===== src/rtl/serial_adder.sv =====
`timescale 1ns/1ps
// Bit-serial adder: sequences one full adder over WIDTH operand bits, LSB first.
// Latency: done pulses WIDTH edges after the accepting edge; busy high for WIDTH cycles.
// Backpressure: start is ignored while busy; it is accepted again in the done cycle.

// Single-bit full adder built from gate-level primitives expressed as assigns.
module hierarchy_full_adder (
  input  logic a,
  input  logic b,
  input  logic cin,
  output logic sum,
  output logic cout
);
  logic ab_x;
  logic ab_a;
  logic cx_a;

  assign ab_x = a ^ b;
  assign ab_a = a & b;
  assign cx_a = ab_x & cin;
  assign sum  = ab_x ^ cin;
  assign cout = ab_a | cx_a;
endmodule

module serial_adder #(
  parameter int WIDTH = 8
) (
  input  logic             clk,
  input  logic             rst_n,
  input  logic             start,
  input  logic [WIDTH-1:0] a,
  input  logic [WIDTH-1:0] b,
  input  logic             cin,
  output logic             busy,
  output logic             done,
  output logic [WIDTH-1:0] sum,
  output logic             cout
);
  localparam int CW = $clog2(WIDTH + 1);
  localparam logic [CW-1:0] LAST = CW'(WIDTH - 1);

  typedef enum logic {
    IDLE = 1'b0,
    RUN  = 1'b1
  } state_t;

  state_t state;
  state_t state_nxt;

  logic [WIDTH-1:0] a_sh;
  logic [WIDTH-1:0] b_sh;
  logic [WIDTH-1:0] s_sh;
  logic [WIDTH-1:0] s_next;
  logic             c_reg;
  logic [CW-1:0]    cnt;
  logic             fa_sum;
  logic             fa_carry;
  logic             accept;
  logic             last;

  // The only arithmetic in the block: one full adder on the current LSBs.
  hierarchy_full_adder u_fa (
    .a    (a_sh[0]),
    .b    (b_sh[0]),
    .cin  (c_reg),
    .sum  (fa_sum),
    .cout (fa_carry)
  );

  assign accept = (state == IDLE) && start;
  assign last   = (state == RUN) && (cnt == LAST);

  // New sum bit enters at the MSB end; a 1-bit adder has nothing to shift.
  generate
    if (WIDTH == 1) begin : g_s1
      assign s_next = fa_sum;
    end else begin : g_sn
      assign s_next = {fa_sum, s_sh[WIDTH-1:1]};
    end
  endgenerate

  // State register.
  always_ff @(posedge clk or negedge rst_n) begin
    if (!rst_n) state <= IDLE;
    else        state <= state_nxt;
  end

  // Next state: leave IDLE on start, return after the last bit.
  always_comb begin
    state_nxt = state;
    case (state)
      IDLE:    if (start) state_nxt = RUN;
      RUN:     if (cnt == LAST) state_nxt = IDLE;
      default: state_nxt = IDLE;
    endcase
  end

  // Operand/sum shift registers, carry flop and bit counter.
  always_ff @(posedge clk or negedge rst_n) begin
    if (!rst_n) begin
      a_sh  <= '0;
      b_sh  <= '0;
      s_sh  <= '0;
      c_reg <= 1'b0;
      cnt   <= '0;
    end else if (accept) begin
      a_sh  <= a;
      b_sh  <= b;
      c_reg <= cin;
      cnt   <= '0;
    end else if (state == RUN) begin
      a_sh  <= a_sh >> 1;
      b_sh  <= b_sh >> 1;
      s_sh  <= s_next;
      c_reg <= fa_carry;
      cnt   <= cnt + CW'(1);
    end
  end

  // Status and result registers; the result only moves on the completing edge.
  always_ff @(posedge clk or negedge rst_n) begin
    if (!rst_n) begin
      busy <= 1'b0;
      done <= 1'b0;
      sum  <= '0;
      cout <= 1'b0;
    end else begin
      done <= last;
      busy <= accept || ((state == RUN) && !last);
      if (last) begin
        sum  <= s_next;
        cout <= fa_carry;
      end
    end
  end
endmodule


===== config.mk =====
export PLATFORM = sky130hd
export DESIGN_NAME = serial_adder
export DESIGN_NICKNAME = d
export VERILOG_FILES = /design/src/rtl/serial_adder.sv
export SDC_FILE = /design/constraint.sdc
export NUM_CORES = 1
export LEC_CHECK = 0
export BUFFER_PORTS_ARGS = -buffer_cell sky130_fd_sc_hd__clkbuf_2
export CORE_MARGIN = 4
export CORE_UTILIZATION = 30
export DETAILED_ROUTE_END_ITERATION = 16
export PLACE_DENSITY_LB_ADDON = 0.12
export SLEW_MARGIN = 20
export SYNTH_ARGS = -nofsm -noshare
export SYNTH_HDL_FRONTEND = slang
export SYNTH_SLANG_ARGS = --single-unit
export TNS_END_PERCENT = 1

===== constraint.sdc =====
create_clock -name clk -period 2.5 [get_ports clk]
set_input_delay 0.25 -clock clk [delete_from_list [all_inputs] [get_ports clk]]
set_output_delay 0.25 -clock clk [all_outputs]
set_load 0.01 [all_outputs]

==> summary.txt <==
Final layout
  – Sequential Area: a little under 1000 sq um
  – Biggest regs: a_sh: 8 flops, b_sh: 8 flops, sum: 8 flops
  – Layout cells sized above 1: 0.346
  – Layout Nets: 183
  – # fillers: between 500 and 600
  – Multi-input logic area: 629 sq um
  – Diode count: 0
  – Util after Layout: 0.371
  – Area growth, synth to finish: 17.1%

Clock network
  – CTS root buf: clkbuf_8
  – Hold buffer count at cts: 0
  – Post_cts resized: 0
  – Bufs on Longest Clock Path: 2
  – Num CTS Buffers: 5
  – Reg clk slew, reported paths: ~0.070 ns
  – CTS tree: built
  – Clock Latency Late Sink: about 0.28 ns
  – Post-CTS setup buffer count: 0
  – Clk sink count: 39
  – Htree depth: 2

Floorplan
  – Die Y: roughly 82 um
  – Die Wd: 82.4 um
  – DIE AREA: roughly 6800 sq um
  – Row Count: 26
  – I/O pins: 31
  – Placeable Area: roughly 5200 sq um
  – Initial cell density of the core: 0.317

Route
  – Initial DRT Pass Iterations: 4
  – Metal2 WL: 1330 um
  – DR WL/cell: about 13 um
  – Total Wirelength: just under 3000 um
  – Met1 WL: 1430 um
  – Initial DRC count: between 40 and 50
  – Vias per inst: between 4 and 5
  – DRC: 0
  – Max layer used: met4
  – Final ANT Viol Nets: 0
  – Routed wl met3: around 160 um
  – Vias: about 1.0k

Setup path
  – Worst reg-to-reg path cell count: 4
  – Flop2flop setup slack: approximately 1.1 ns
  – Crit Path Class: flop to output pin
  – Startpoint Class: flop
  – Worst EP arrival: between 1 and 1.5 ns
  – Crit Path Max Fanout: 46
  – Reg-to-Reg Start: cnt[0]
  – CP required: between 2 and 2.5 ns
  – R2r endpoint: sum[1]
  – Critical Path Sink Type: output pin

STA
  – Total negative slack: 0 ns
  – Max Freq: 0.668 GHz
  – # setup viols final: 0
  – Worst-Margin Slew: 0.860 ns
  – Fin crit share: 0.598
  – Hold Violations, Final: 0
  – Unrepaired setup endpoints after global routing: no
  – Minimum clock period: roughly 1.5 ns
  – Final worst setup slack: ~1.0 ns
  – Slew HR: 0.427
  – Clock skew: 0.00312 ns
  – Worst Hold Margin: 0.0733 ns
  – Fin. max-slew vios: 0

Run
  – Max-Cap Viols: 0

Status
  – Status: finished, final reports clean

Synth
  – Cell area after synthesis: between 1500 and 2000 sq um
  – Synth cell types: 23
  – Net count after synthesis: ~150
  – Avg Inst Size Synth: between 10 and 15 sq um
  – Flops & latches, synth: 39
  – YS warnings: 0
  – Gate Count Post-Synth: 130
  – Sequential area share after synthesis: 0.588

Global route
  – Largest net degree at the start of global routing: 47
  – Antenna violations before repair: 0
  – First-pass GRT wire length: 5020 um
  – Vias in the first global route: around 1.1k
  – Gr usage total: 0.0985
  – Grt ovf: 0

Place
  – DP Worst Slack: ~1.1 ns
  – GP Congestion: slightly below 0.7
  – HPWL after DPL: ~2000 um
  – Port-buffer cells: 30

Power
  – Psw: around 740 uW
  – Sequential power share: 0.480
  – Power Total: 2210 uW
  – Gate power share: 0.340
  – Net Sw Frac: 0.334
  – Pwr dens: ~1100 nW/um^2
  – VDD IR max: about 0.00048 V
  – Clock network fraction of total power: 0.180
  – Leak Pwr: just under 0.001 uW
  – Pint: about 1500 uW

Worst hold path
  – Hold Path Class: input port to async pin
==> cell usage after synthesis <==
library cell | n | area [sq um]
a21oi_1 | 4 | 20.0
a22o_1 | 1 | 8.76
buf_1 | 1 | 3.75
buf_2 | 1 | 5.00
buf_4 | 2 | 15.0
buf_6 | 1 | 11.3
clkbuf_1 | 2 | 7.51
dfrtp_1 | 39 | 976
fa_1 | 1 | 20.0
ha_1 | 1 | 12.5
inv_1 | 2 | 7.51
inv_2 | 1 | 3.75
mux2_2 | 14 | 158
mux2_4 | 2 | 30.0
mux2i_1 | 18 | 180
nand2_1 | 15 | 56.3
nand2b_1 | 1 | 6.26
nand3_1 | 1 | 5.00
nand3_4 | 1 | 17.5
nand4_1 | 1 | 6.26
nor2_1 | 4 | 15.0
nor2b_4 | 1 | 13.8
o21ai_0 | 16 | 80.1
==> through the flow <==
| step | area (sq um) | instances |
|---|---|---|
| after global placement | 1860 | 224 |
| after global routing | 1940 | 232 |
| after floorplan | 1660 | 130 |
| final | 1940 | 232 |
| after detailed placement | 1860 | 224 |
| after CTS | 1940 | 232 |
==> cells in the final DEF, fill, tap and decap left out <==
master and count:
nor2_1 4, mux2_2 14, nand4_1 1, dfrtp_1 39, clkbuf_8 5, mux2i_1 18, clkbuf_2 29, fa_1 1
o21ai_0 16, clkbuf_1 2, clkinv_2 1, a22o_1 1, nand2b_1 1, buf_2 1, nor2b_4 1, buf_4 1
inv_2 1, inv_1 2, nand2_1 15, nand3_4 1, a21oi_1 4, ha_1 1, nand3_1 1, mux2_4 2
==> per-layer routing <==
metal	vias to the layer above	track usage
li1	508	-
met1	513	0.132
met2	20	0.144
met3	4	0.0347
met4	0	0.0399
met5	-	0
==> power groups by stage <==
stage | Sequential (uW) | Clock, uW | Combinational [uW]
after detailed placement | 1080 | 0 | 772
after global routing | 1110 | 448 | 846
after global placement | 1070 | 0 | 749
final | 1060 | 399 | 752
after floorplan | 1080 | 0 | 548
after CTS | 1070 | 427 | 775
==> worst max path at each step <==
stage                      start     end  slack [ns]  depth (start not counted)
after floorplan             busy  sum[0]        1.16                          5
after global placement    cnt[0]  sum[0]        1.16                          4
after detailed placement  cnt[0]  sum[1]        1.13                          4
after CTS                   busy    busy        0.97                          2
after global routing        busy    busy        0.92                          2
final                       busy    busy        1.00                          2
==> cell type report <==
cell class                      instances  share of cell area
Clock buffer                            7              0.0393
Sequential cell                        39               0.502
Inverter                                3             0.00580
Clock inverter                          1             0.00258
Tap cell                               70              0.0451
Timing Repair Buffer                   31              0.0811
Multi-Input combinational cell         81               0.324
==> critical path, stage by stage (launching register included) <==
cell and delay [ns]:
dfrtp_1 0.35, buf_4 0.40, clkbuf_2 0.22
==> cells by family (layout without fill, tap and decap cells) <==
family / Yosys count / in the layout / synth area share
DFF: 39 / 39 / 0.588
muxes: 34 / 34 / 0.222
and+or+nand+nor: 24 / 24 / 0.0724
AOI/OAI and AO/OA: 21 / 21 / 0.0656
buffers and inverters: 10 / 42 / 0.0324
adders and majority gates: 2 / 2 / 0.0196
(Power assumes the default switching activity.)
